--- src/rtl/spi_reg_frontend_if.sv ---
// spi_reg_frontend_if
//   Bundles the SPI pins and the PWM configuration outputs of spi_reg_frontend.
//   When READBACK_EN is defined, the interface also carries the cipo return pin.
//
//   Signals:
//     sclk, copi, ncs    SPI mode-0 pins. They are asynchronous to clk_sys.
//     en_reg_out_7_0     register 0x00
//     en_reg_out_15_8    register 0x01
//     en_reg_pwm_7_0     register 0x02
//     en_reg_pwm_15_8    register 0x03
//     pwm_duty_cycle     register 0x04
//     wr_strobe          one-clk pulse for each committed write
//     wr_addr            address of the last committed write
//     frame_err          sticky malformed-frame flag
//     cipo               serial read data (READBACK_EN only)
//
//   Modports:
//     master  the SPI controller side, which also observes the outputs
//     slave   the register front end
interface spi_reg_frontend_if;
  logic       sclk;
  logic       copi;
  logic       ncs;
  logic [7:0] en_reg_out_7_0;
  logic [7:0] en_reg_out_15_8;
  logic [7:0] en_reg_pwm_7_0;
  logic [7:0] en_reg_pwm_15_8;
  logic [7:0] pwm_duty_cycle;
  logic       wr_strobe;
  logic [6:0] wr_addr;
  logic       frame_err;
`ifdef READBACK_EN
  logic       cipo;
`endif

  modport master (
`ifdef READBACK_EN
    input  cipo,
`endif
    output sclk, copi, ncs,
    input  en_reg_out_7_0, en_reg_out_15_8, en_reg_pwm_7_0, en_reg_pwm_15_8,
    input  pwm_duty_cycle, wr_strobe, wr_addr, frame_err
  );

  modport slave (
`ifdef READBACK_EN
    output cipo,
`endif
    input  sclk, copi, ncs,
    output en_reg_out_7_0, en_reg_out_15_8, en_reg_pwm_7_0, en_reg_pwm_15_8,
    output pwm_duty_cycle, wr_strobe, wr_addr, frame_err
  );
endinterface

--- src/rtl/spi_reg_frontend.sv ---
// spi_reg_frontend
//   This block is an SPI mode-0 target that receives 16-bit write frames. Each frame is
//   {rw, addr[6:0], data[7:0]}, sent MSB first. The frames update the five 8-bit
//   configuration registers of the PWM peripheral. The SPI pins are synchronized
//   into the clk domain, and the block detects edges on the synchronized signals.
//
//   Ports:
//     clk   system clock
//     rst   asynchronous, active-high reset
//     bus   spi_reg_frontend_if.slave: SPI pins, register outputs, wr_strobe,
//           wr_addr, frame_err (and cipo when READBACK_EN is defined)
//
//   Parameters:
//     SYNC_STAGES  pin synchronizer depth (2 or 3)
//     MAX_ADDR     highest writable address. Writes above it are dropped.
//
//   Optional feature macro: READBACK_EN. It adds cipo readback for read frames.
//
//   state  | meaning
//   -------+-----------------------------------------------------------
//   IDLE   | wait for the ncs falling edge
//   SHIFT  | shift copi in on each sclk rise, until the ncs rising edge
//   COMMIT | one clk: validate the frame, then write or flag the error
module spi_reg_frontend #(
  parameter int SYNC_STAGES = 2,
  parameter int MAX_ADDR    = 4
) (
  input  logic               clk,
  input  logic               rst,
  spi_reg_frontend_if.slave  bus
);

  typedef enum logic [1:0] {IDLE, SHIFT, COMMIT} state_t;

  // Only five registers exist, so any address above 4 has no storage.
  localparam int TOP_ADDR = (MAX_ADDR < 4) ? MAX_ADDR : 4;

  state_t state, state_nxt;

  logic [SYNC_STAGES-1:0] sclk_sync, copi_sync, ncs_sync;
  logic sclk_prev, ncs_prev;
  logic sclk_s, copi_s, ncs_s;
  logic sclk_rise, ncs_fall, ncs_rise;

  logic [15:0] shift_reg, shift_nxt;
  logic [4:0]  cnt, cnt_nxt;
  logic        commit_wr, commit_err;

  logic       frame_rw;
  logic [6:0] frame_addr;
  logic [7:0] frame_data;
  logic       addr_ok;

  logic [7:0] regs [5];
  logic [6:0] wr_addr_q;
  logic       frame_err_q;

  // ncs synchronizes to 1 on reset, so releasing reset never looks like a frame start.
  always_ff @(posedge clk or posedge rst) begin
    if (rst) begin
      sclk_sync <= '0;
      copi_sync <= '0;
      ncs_sync  <= '1;
      sclk_prev <= 1'b0;
      ncs_prev  <= 1'b1;
    end else begin
      sclk_sync <= {sclk_sync[SYNC_STAGES-2:0], bus.sclk};
      copi_sync <= {copi_sync[SYNC_STAGES-2:0], bus.copi};
      ncs_sync  <= {ncs_sync[SYNC_STAGES-2:0], bus.ncs};
      sclk_prev <= sclk_s;
      ncs_prev  <= ncs_s;
    end
  end

  assign sclk_s    = sclk_sync[SYNC_STAGES-1];
  assign copi_s    = copi_sync[SYNC_STAGES-1];
  assign ncs_s     = ncs_sync[SYNC_STAGES-1];
  assign sclk_rise = sclk_s & ~sclk_prev;
  assign ncs_fall  = ~ncs_s & ncs_prev;
  assign ncs_rise  = ncs_s & ~ncs_prev;

  assign frame_rw   = shift_reg[15];
  assign frame_addr = shift_reg[14:8];
  assign frame_data = shift_reg[7:0];
  assign addr_ok    = (frame_addr <= 7'(TOP_ADDR));

  always_ff @(posedge clk or posedge rst) begin
    if (rst) begin
      state     <= IDLE;
      shift_reg <= '0;
      cnt       <= '0;
    end else begin
      state     <= state_nxt;
      shift_reg <= shift_nxt;
      cnt       <= cnt_nxt;
    end
  end

  // If an sclk rise and an ncs rise are detected in the same clk, the final bit
  // is still shifted in before the FSM moves to COMMIT.
  always_comb begin
    state_nxt  = state;
    shift_nxt  = shift_reg;
    cnt_nxt    = cnt;
    commit_wr  = 1'b0;
    commit_err = 1'b0;
    case (state)
      IDLE: begin
        if (ncs_fall) begin
          shift_nxt = '0;
          cnt_nxt   = '0;
          state_nxt = SHIFT;
        end
      end
      SHIFT: begin
        if (sclk_rise) begin
          shift_nxt = {shift_reg[14:0], copi_s};
          if (cnt != 5'd17) cnt_nxt = cnt + 5'd1;
        end
        if (ncs_rise) state_nxt = COMMIT;
      end
      COMMIT: begin
        state_nxt = IDLE;
        if (cnt != 5'd16)          commit_err = 1'b1;
        else if (frame_rw && addr_ok) commit_wr = 1'b1;
      end
      default: state_nxt = IDLE;
    endcase
  end

  always_ff @(posedge clk or posedge rst) begin
    if (rst) begin
      for (int i = 0; i < 5; i++) regs[i] <= '0;
      wr_addr_q   <= '0;
      frame_err_q <= 1'b0;
    end else begin
      for (int i = 0; i < 5; i++)
        if (commit_wr && frame_addr == 7'(i)) regs[i] <= frame_data;
      if (commit_wr)  wr_addr_q   <= frame_addr;
      if (commit_err) frame_err_q <= 1'b1;
    end
  end

  assign bus.en_reg_out_7_0  = regs[0];
  assign bus.en_reg_out_15_8 = regs[1];
  assign bus.en_reg_pwm_7_0  = regs[2];
  assign bus.en_reg_pwm_15_8 = regs[3];
  assign bus.pwm_duty_cycle  = regs[4];
  assign bus.wr_strobe       = commit_wr;
  assign bus.wr_addr         = wr_addr_q;
  assign bus.frame_err       = frame_err_q;

`ifdef READBACK_EN
  logic       sclk_fall;
  logic       rd_load;
  logic [6:0] hdr_addr;
  logic [7:0] rd_byte;
  logic [7:0] tx_shift;
  logic       rd_active;

  assign sclk_fall = ~sclk_s & sclk_prev;
  // On the 8th rise, the header is the seven bits already shifted in plus copi.
  assign hdr_addr  = {shift_reg[5:0], copi_s};
  assign rd_load   = (state == SHIFT) && sclk_rise && (cnt == 5'd7) && !shift_reg[6];

  always_comb begin
    rd_byte = '0;
    for (int i = 0; i < 5; i++)
      if (hdr_addr == 7'(i) && hdr_addr <= 7'(TOP_ADDR)) rd_byte = regs[i];
  end

  // The MSB is held through the fall that follows the load, so the controller
  // samples it on the 9th rise. Each later fall, after rise 9 and beyond,
  // advances the shifter by one bit.
  always_ff @(posedge clk or posedge rst) begin
    if (rst) begin
      tx_shift  <= '0;
      rd_active <= 1'b0;
    end else if (state != SHIFT) begin
      tx_shift  <= '0;
      rd_active <= 1'b0;
    end else if (rd_load) begin
      tx_shift  <= rd_byte;
      rd_active <= 1'b1;
    end else if (rd_active && sclk_fall && cnt >= 5'd9) begin
      tx_shift  <= {tx_shift[6:0], 1'b0};
    end
  end

  assign bus.cipo = rd_active & tx_shift[7];
`endif

endmodule

--- src/flat_wrapper.sv ---
// flat-port wrapper written by rule: the top's interface ports become plain ports
module spi_reg_frontend_flat 
#(
  parameter int SYNC_STAGES = 2,
  parameter int MAX_ADDR    = 4
)
  (clk, rst, bus_sclk, bus_copi, bus_ncs, bus_en_reg_out_7_0, bus_en_reg_out_15_8, bus_en_reg_pwm_7_0, bus_en_reg_pwm_15_8, bus_pwm_duty_cycle, bus_wr_strobe, bus_wr_addr, bus_frame_err);
  spi_reg_frontend_if bus_i ();
  input  logic clk;
  input  logic rst;
  input wire logic [$bits(bus_i.sclk)-1:0] bus_sclk;
  input wire logic [$bits(bus_i.copi)-1:0] bus_copi;
  input wire logic [$bits(bus_i.ncs)-1:0] bus_ncs;
  output wire logic [$bits(bus_i.en_reg_out_7_0)-1:0] bus_en_reg_out_7_0;
  output wire logic [$bits(bus_i.en_reg_out_15_8)-1:0] bus_en_reg_out_15_8;
  output wire logic [$bits(bus_i.en_reg_pwm_7_0)-1:0] bus_en_reg_pwm_7_0;
  output wire logic [$bits(bus_i.en_reg_pwm_15_8)-1:0] bus_en_reg_pwm_15_8;
  output wire logic [$bits(bus_i.pwm_duty_cycle)-1:0] bus_pwm_duty_cycle;
  output wire logic [$bits(bus_i.wr_strobe)-1:0] bus_wr_strobe;
  output wire logic [$bits(bus_i.wr_addr)-1:0] bus_wr_addr;
  output wire logic [$bits(bus_i.frame_err)-1:0] bus_frame_err;
  assign bus_i.sclk = bus_sclk;
  assign bus_i.copi = bus_copi;
  assign bus_i.ncs = bus_ncs;
  assign bus_en_reg_out_7_0 = bus_i.en_reg_out_7_0;
  assign bus_en_reg_out_15_8 = bus_i.en_reg_out_15_8;
  assign bus_en_reg_pwm_7_0 = bus_i.en_reg_pwm_7_0;
  assign bus_en_reg_pwm_15_8 = bus_i.en_reg_pwm_15_8;
  assign bus_pwm_duty_cycle = bus_i.pwm_duty_cycle;
  assign bus_wr_strobe = bus_i.wr_strobe;
  assign bus_wr_addr = bus_i.wr_addr;
  assign bus_frame_err = bus_i.frame_err;
  spi_reg_frontend #(.SYNC_STAGES(SYNC_STAGES), .MAX_ADDR(MAX_ADDR)) u_core (.clk(clk), .rst(rst), .bus(bus_i));
endmodule
--- config.mk ---
export PLATFORM = sky130hd
export DESIGN_NAME = spi_reg_frontend_flat
export DESIGN_NICKNAME = d
export VERILOG_FILES = /design/src/rtl/spi_reg_frontend_if.sv /design/src/rtl/spi_reg_frontend.sv /design/src/flat_wrapper.sv
export SDC_FILE = /design/constraint.sdc
export NUM_CORES = 1
export LEC_CHECK = 0
export CORE_MARGIN = 3
export CORE_UTILIZATION = 55
export CTS_BUF_LIST = sky130_fd_sc_hd__clkbuf_2 sky130_fd_sc_hd__clkbuf_4 sky130_fd_sc_hd__clkbuf_8
export DETAILED_ROUTE_END_ITERATION = 8
export DONT_BUFFER_PORTS = 1
export GPL_TIMING_DRIVEN = 0
export PLACE_DENSITY = 0.7
export SLEW_MARGIN = 15
export SYNTH_ARGS = -nofsm -noshare
export SYNTH_HDL_FRONTEND = slang
export SYNTH_SLANG_ARGS = --single-unit
--- constraint.sdc ---
create_clock -name clk -period 8 [get_ports clk]
set_input_delay 1.6 -clock clk [delete_from_list [all_inputs] [get_ports clk]]
set_output_delay 1.6 -clock clk [all_outputs]
set_load 0.05 [all_outputs]
==> results of run 1 <==
[metrics by stage]
step           cells  util (%)
6_report         321      63.6
3_3_place_gp     304      59.2
3_5_place_dp     305      59.7
4_1_cts          321      63.6
5_1_grt          321      63.6
2_1_floorplan    232         -
[per-layer routing]
layer	track usage [%]	part of all wire, %
met3	8.24	7.6
met4	7.97	1.7
met2	27.5	47
met5	0	0
met1	23.6	44
[power by group]
part	internal (W)	total, W	switching [W]
registers	0.000412	0.000432	0.0000199
logic	0.0000210	0.0000513	0.0000303
clock network	0.000170	0.000310	0.000140
[worst paths after layout]
path	end	slack, ps	cells past startpoint
max	bus_wr_strobe	4150	5
min	u_core.sclk_sync[1]	350	0
max reg2reg	u_core.bus.pwm_duty_cycle[0]	5670	6
min reg2reg	u_core.sclk_sync[1]	350	0
max in group asynchronous	u_core.ncs_sync[0]	6280	2
min in group asynchronous	u_core.sclk_sync[0]	1120	1
[synthesized netlist by cell type, drive strengths merged]
library cell	instances	area share (%)
a211oi	1	0.23
a21boi	1	0.23
a21oi	1	0.16
a31o	1	0.27
and2	4	0.78
and3b	1	0.27
and4	1	0.27
and4bb	1	0.39
buf	1	0.16
clkbuf	5	0.59
dfrtp	76	59
dfstp	3	2.5
ha	3	1.2
inv	21	2.5
mux2	43	15
mux2i	19	5.9
nand2	20	2.3
nand2b	3	0.59
nand4	9	2.7
nor2	3	0.43
nor2b	2	0.39
nor3	1	0.16
nor3b	5	1.3
nor4b	2	1.0
nor4bb	1	0.31
o21ai	1	0.16
o21bai	1	0.23
o31a	1	0.27
or4b	1	0.31
[placed cells by master, fill, tap and decap left out, types with 3 or more instances in the layout]
cell and count:
and2_1 4, clkbuf_1 5, clkbuf_8 12, dfrtp_1 76, dfstp_2 3, ha_1 3
inv_1 20, mux2_2 43, mux2i_1 19, nand2_1 20, nand2b_1 3, nand4_1 4
nand4_2 5, nor3b_1 4
[critical path, cell delays in order, from the launching register on]
cell and delay [ps]:
dfrtp_1 440, inv_1 80, ha_1 140, nor4bb_1 200, clkbuf_1 440, and4_1 610
[final cells by class]
class / instances / area (um2) / area share (%)
Sequential cell: 79 / 1980 / 55.9
Multi-Input combinational cell: 126 / 1120 / 31.7
Clock buffer: 12 / 165 / 4.66
Tap cell: 72 / 90.1 / 2.54
Inverter: 21 / 81.3 / 2.29
Clock inverter: 4 / 51.3 / 1.45
Timing Repair Buffer: 1 / 27.5 / 0.777
Buffer: 6 / 23.8 / 0.671
[cell families (layout without fill, tap and decap cells)]
group | count (synthesis) | in the layout | share of synthesized area [%]
AOI/OAI and AO/OA | 7 | 7 | 1.56
adders and majority gates | 3 | 3 | 1.17
buffers and inverters | 27 | 44 | 3.20
DFF | 79 | 79 | 61.7
muxes | 62 | 62 | 21.0
and+or+nand+nor | 54 | 54 | 11.3
==> out/results.txt, run 1 <==
status - finished clean
antenna viol nets, final - 0
final hold slack - 354 ps
RSZ-0062 raised after global routing - false
Die Wd - 82.4 um
clock skew - 10.6 ps
die area - 6790 um2
vias in the first global route - 1776
clk_lat worst skew - 350 ps
Pwr Total - 0.000794 W
Hold Startpoint - u_core.sclk_sync[0]
Crit. End Element - output pin
TNS Setup - 0 ps
critical path type - reg2out
Die Ht - 82.4 um
synthesized area per cell - 13.8 um2
area grow syn2layout - 10.5%
fmax - 0.259 GHz
core area - 5570 um2
CTS tree - done
number of diodes - 0
sequential-to-total area share from yosys stat - 61.7%
Port Buffers - 0
post-CTS sizing - 0
total track usage - 18.6%
drt initial violations - 121
crit share post-route - 48.2%
nets - 252
synth warn - 0
RD Place Congestion - 0.715
layout cells sized above 1 - 30.1%
WP data arrival - 2250 ps
max-cap viol count - 0
clock root cell - clkbuf_8
DR vias - 1795
measured slew at the worst slew-check pin - 692 ps
VDD IR max - 0.167 mV
CP Launch Type - flip-flop
Syn Nets - 240
Max FO, Critical Path - 9
Slew Viols, Final - 0
Yosys cell types - 33
final setup fails - 0
initial core utilization - 57.6%
Slew headroom - 53.2%
PD cells - 224 nW/um2
Setup crit start - u_core.cnt[0]
max reg flops - 16
CTS buffer count - 9
drt wl/cell - 17.8 um
CTS H-Tree Depth - 3
first-pass GRT wire length - 9.05 mm
Detailed Route WL - 5.72 mm
placed inst area - 3330 um2
Via density - 5.59
Detail Placement HPWL - 3.82 mm
pin count of the biggest net entering global routing - 51
Sink Count - 79
Congestion Overflow GR - 0
# IOs - 54
Req. time, crit path - 6400 ps
leakage - 1.80 nW
number of remaining DRC errors - 0
Hold Violations, Final - 0
worst r2r src - u_core.cnt[0]
Fill cells - 451
dpl ws - 4500 ps
PnR worst setup slack - 4150 ps
Rows - 27
Design Area, Final - 3540 um2
initial antenna violation count - 0
clk buf depth - 2
Synth Instances - 232
CTS Hold Bufs - 0
Tmin final - 3850 ps
flip-flop and latch count after synthesis - 79
Post-CTS Setup Inserts - 0
clock-pin slew on the worst setup and hold paths - 80 ps
synthesized cell area - 3210 um2
First-pass DRT Iterations - 4
Min-Delay Path Class - reg2reg
(Power assumes the default switching activity.)
==> run 2, diff against run 1 <==
--- a/config.mk
+++ b/config.mk
@@ -11,7 +11,7 @@
 export DETAILED_ROUTE_END_ITERATION = 8
 export DONT_BUFFER_PORTS = 1
 export GPL_TIMING_DRIVEN = 0
-export PLACE_DENSITY = 0.7
+export PLACE_DENSITY = 0.73
 export SLEW_MARGIN = 15
 export SYNTH_ARGS = -nofsm -noshare
 export SYNTH_HDL_FRONTEND = slang
==> constraint.sdc (replaced) <==
create_clock -name clk -period 3.5 [get_ports clk]
set_input_delay 0.7 -clock clk [delete_from_list [all_inputs] [get_ports clk]]
set_output_delay 0.7 -clock clk [all_outputs]
set_load 0.05 [all_outputs]
==> run 2 against run 1 <==
- combinational power is 130% higher
- sequential power is 130% higher
- cell count stayed put
- non-clock buffer count stayed put
- setup slack worse by 3600 ps
- critical path depth stayed put
- critical path type unchanged
==> out/results.txt, run 2 (same netlist as run 1, synthesis figures left out) <==
Crit. End Element - output pin
status - finished clean
WP data arrival - 2230 ps
Detail Placement HPWL - 3.62 mm
RSZ-0062 raised after global routing - false
CTS H-Tree Depth - 3
area grow syn2layout - 9.59%
Slew Viols, Final - 0
final setup fails - 0
PD cells - 494 nW/um2
clk buf depth - 2
critical path type - reg2out
first-pass GRT wire length - 8.87 mm
Rows - 27
clk_lat worst skew - 340 ps
clock-pin slew on the worst setup and hold paths - 90 ps
Slew headroom - 54.7%
pin count of the biggest net entering global routing - 59
clock root cell - clkbuf_8
Via density - 5.56
Design Area, Final - 3520 um2
Die Ht - 82.4 um
total track usage - 17.9%
Die Wd - 82.4 um
CTS tree - done
Post-CTS Setup Inserts - 0
Port Buffers - 0
VDD IR max - 0.308 mV
measured slew at the worst slew-check pin - 671 ps
core area - 5570 um2
drt wl/cell - 17.1 um
placed inst area - 3330 um2
TNS Setup - 0 ps
max-cap viol count - 0
Sink Count - 79
number of remaining DRC errors - 0
initial core utilization - 57.6%
layout cells sized above 1 - 30.1%
Hold Violations, Final - 0
fmax - 0.342 GHz
clock skew - 7.75 ps
CP Launch Type - flip-flop
# IOs - 54
initial antenna violation count - 0
max reg flops - 16
leakage - 1.78 nW
crit share post-route - 83.7%
die area - 6790 um2
DR vias - 1784
most frequent cells in the layout - dfrtp_1 (76), mux2_2 (43), nand2_1 (20), inv_1 (20), mux2i_1 (19)
Detailed Route WL - 5.50 mm
vias in the first global route - 1738
Finished Layout Cells - 321
Max FO, Critical Path - 9
post-CTS sizing - 0
antenna viol nets, final - 0
Tmin final - 2930 ps
RD Place Congestion - 0.712
Congestion Overflow GR - 0
drt initial violations - 111
Min-Delay Path Class - in2async
DP Cell Count - 305
CTS buffer count - 9
Req. time, crit path - 2800 ps
number of diodes - 0
commonest non-fill, non-tap cell in the layout - dfrtp_1
CTS Hold Bufs - 0
nets - 252
First-pass DRT Iterations - 5
[run 2: cell count changes in the layout (fill, tap and decap cells not counted), sizes merged]
cell | previous run | this run
clkinvlp | 1 | 2
inv | 22 | 25
clkinv | 1 | 0
clkbuf | 17 | 15
bufinv | 1 | 0
[run 2: final timing paths]
kind | start | endpoint | slack (ps) | cells after the start
worst min register to register | u_core.sclk_sync[0] | u_core.sclk_sync[1] | 350 | 0
worst min-delay path | rst | u_core.bus.pwm_duty_cycle[2] | 180 | 1
worst max register to register | u_core.cnt[0] | u_core.bus.pwm_duty_cycle[1] | 1250 | 6
worst max-delay path | u_core.cnt[0] | bus_wr_strobe | 570 | 5
max in group asynchronous | rst | u_core.ncs_prev | 2720 | 2
min in group clk | bus_ncs | u_core.ncs_sync[0] | 350 | 0
[run 2: area by class of cell]
cell class	instances	area, um2
buffer	6	23.8
sequential	79	1980
clock buffer	10	138
inverter	21	81.3
tap	72	90.1
timing repair buffer	1	27.5
multi-input combinational	126	1120
fill	426	2060
clock inverter	6	50.0
[run 2: metal layers]
layer / wire length [um] / share of wire (%) / vias to the layer above / GRT usage (%)
li1: - / - / 824 / -
met1: 2470 / 45 / 899 / 24.7
met2: 2500 / 45 / 53 / 25.2
met3: 453 / 8.2 / 8 / 7.81
met4: 75 / 1.4 / 0 / 6.48
met5: 0 / 0 / - / 0
[run 2: power by group]
group	internal (W)	switching [W]	leakage, nW
logic	0.0000478	0.0000683	0.619
clock network	0.000287	0.000344	0.0903
registers	0.000942	0.0000459	1.07
[run 2: stage by stage]
stage / hold slack [ps] / setup slack (ps) / total power (W) / util, %
floorplan: 331 / 782 / 0.00109 / -
global placement: 334 / 8.48 / 0.00111 / 59.2
detailed placement: 338 / 919 / 0.00112 / 59.7
CTS: 165 / 550 / 0.00176 / 63.1
global route: 160 / 473 / 0.00183 / 63.1
finish: 176 / 572 / 0.00174 / 63.1
[run 2: critical path, stage by stage, from the launching register on]
cell,delay (ps)
dfrtp_1,440
inv_1,80
ha_1,140
nor4bb_1,200
clkbuf_1,420
and4_1,610
==> run 3, diff against run 2 <==
--- a/config.mk
+++ b/config.mk
@@ -11,7 +11,7 @@
 export DETAILED_ROUTE_END_ITERATION = 8
 export DONT_BUFFER_PORTS = 1
 export GPL_TIMING_DRIVEN = 0
-export PLACE_DENSITY = 0.73
+export PLACE_DENSITY = 0.7
 export SLEW_MARGIN = 15
 export SYNTH_ARGS = -nofsm -noshare
 export SYNTH_HDL_FRONTEND = slang
==> constraint.sdc (replaced) <==
create_clock -name clk -period 3 [get_ports clk]
set_input_delay 0.6 -clock clk [delete_from_list [all_inputs] [get_ports clk]]
set_output_delay 0.6 -clock clk [all_outputs]
set_load 0.05 [all_outputs]
==> run 3 against run 2 <==
- first-iteration DRC count grew 9.0%
- critical path depth is the same
- combinational power grew 18%
- flip-flop and latch count is the same
- sequential power grew 16%
- clock power grew 31%
- global-route usage grew 0.65 points
- cell area grew 0.85%
- critical endpoint unchanged
- largest cell class unchanged
- largest power group unchanged
==> out/results.txt, run 3 (same netlist as run 1, synthesis figures left out) <==
status - finished clean
RSZ-0062 raised after global routing - false
clock skew - 10.6 ps
number of diodes - 0
Die Ht - 82.4 um
final setup fails - 0
Fill cells - 452
sequential cell area - 1980 um2
Rows - 27
Via density - 5.59
area grow syn2layout - 10.5%
Sink Count - 79
crit share post-route - 92.3%
Hold Violations, Final - 0
slowest CP cell - and4_2
commonest non-fill, non-tap cell in the layout - dfrtp_1
Slew Viols, Final - 0
DP Cell Count - 305
CTS buffer count - 9
R2R depth - 6
CP peak stage delay - 520 ps
Post-CTS Setup Inserts - 0
drt wl/cell - 17.8 um
most frequent cells in the layout - dfrtp_1 (76), mux2_2 (43), nand2_1 (20), inv_1 (20), mux2i_1 (19)
RD Place Congestion - 0.715
measured slew at the worst slew-check pin - 692 ps
Die Wd - 82.4 um
dpl ws - 500 ps
Detailed Route WL - 5.72 mm
leakage - 1.80 nW
PD cells - 597 nW/um2
Tmin final - 2770 ps
CTS tree - done
Req. time, crit path - 2400 ps
Port Buffers - 0
initial antenna violation count - 0
DR vias - 1795
Pwr Total - 0.00212 W
initial core utilization - 57.6%
area of the multi-input gates - 1130 um2
core area - 5570 um2
Min-Delay Path Class - in2async
critical path type - reg2out
clk_lat worst skew - 350 ps
drt initial violations - 121
Congestion Overflow GR - 0
clock root cell - clkbuf_8
first-pass GRT wire length - 9.05 mm
CP Launch Type - flip-flop
max-cap viol count - 0
total track usage - 18.6%
pin count of the biggest net entering global routing - 51
VDD IR max - 0.445 mV
vias in the first global route - 1776
FF-to-FF setup slack - 670 ps
nets - 252
clk buf depth - 2
max reg flops - 16
Crit. End Element - output pin
clock-pin slew on the worst setup and hold paths - 80 ps
Design Area, Final - 3550 um2
CP Cell Sequence - inv_1 > ha_1 > nor4bb_1 > clkbuf_1 > and4_2
WP data arrival - 2170 ps
FF-to-FF End - u_core.bus.pwm_duty_cycle[0]
Finished Layout Cells - 321
Max FO, Critical Path - 9
fmax - 0.361 GHz
First-pass DRT Iterations - 4
PnR worst setup slack - 232 ps
Detail Placement HPWL - 3.82 mm
CTS H-Tree Depth - 3
TNS Setup - 0 ps
number of remaining DRC errors - 0
placed inst area - 3330 um2
# IOs - 54
antenna viol nets, final - 0
Slew headroom - 53.2%
die area - 6790 um2
worst r2r src - u_core.cnt[0]
layout cells sized above 1 - 30.5%
-- run 3: changes by cell type in the layout (fill, tap and decap cells not counted), sizes merged --
cell,before,now
inv,25,22
clkbuf,15,17
bufinv,0,1
clkinv,0,1
clkinvlp,2,1
-- run 3: worst max-delay path by stage --
stage	depth (start not counted)	to	start
2_1_floorplan	1	u_core.bus.en_reg_out_15_8[0]	rst
3_3_place_gp	1	u_core.bus.en_reg_out_7_0[6]	rst
3_5_place_dp	5	bus_wr_strobe	u_core.cnt[0]
4_1_cts	5	bus_wr_strobe	u_core.cnt[0]
5_1_grt	5	bus_wr_strobe	u_core.cnt[1]
6_report	5	bus_wr_strobe	u_core.cnt[0]
-- run 3: repair_timing --
item,4_1_cts,5_1_grt
setup endpoints to repair,0,1
gates resized for setup,0,1
hold buffers,0,0
-- run 3: final cells by class --
class / instances / area share, %
well taps: 72 / 2.54
clock inverters: 4 / 1.45
repair buffers: 1 / 0.776
plain buffers: 6 / 0.670
multi-input cells: 126 / 31.8
flip-flops and latches: 79 / 55.9
inverters: 21 / 2.29
clock buffers: 12 / 4.66
-- run 3: metrics by stage --
step,util [%],hold WS [ps]
after floorplan,-,331
after global placement,59.2,334
after detailed placement,59.7,338
after CTS,63.6,117
after global routing,63.6,128
final,63.6,119
-- run 3: per-layer routing --
layer / track usage [%] / routed length [um] / up-vias
li1: - / - / 826
met2: 27.5 / 2670 / 49
met4: 7.97 / 95 / 0
met1: 23.6 / 2510 / 910
met5: 0 / 0 / -
met3: 8.24 / 436 / 10
-- run 3: power breakdown --
| group | leakage [nW] | switching (W) | internal [W] | total [W] |
|---|---|---|---|---|
| registers | 1.07 | 0.0000531 | 0.00110 | 0.00115 |
| logic | 0.619 | 0.0000808 | 0.0000560 | 0.000137 |
| clock network | 0.109 | 0.000373 | 0.000454 | 0.000827 |
| total | 1.80 | 0.000507 | 0.00161 | 0.00212 |
-- run 3: critical path, delay by kind of cell (launching register included) --
kind / cells / cell delay (ps)
adders and majority gates: 1 / 140
DFF: 1 / 440
buffers and inverters: 2 / 520
and+or+nand+nor: 2 / 720
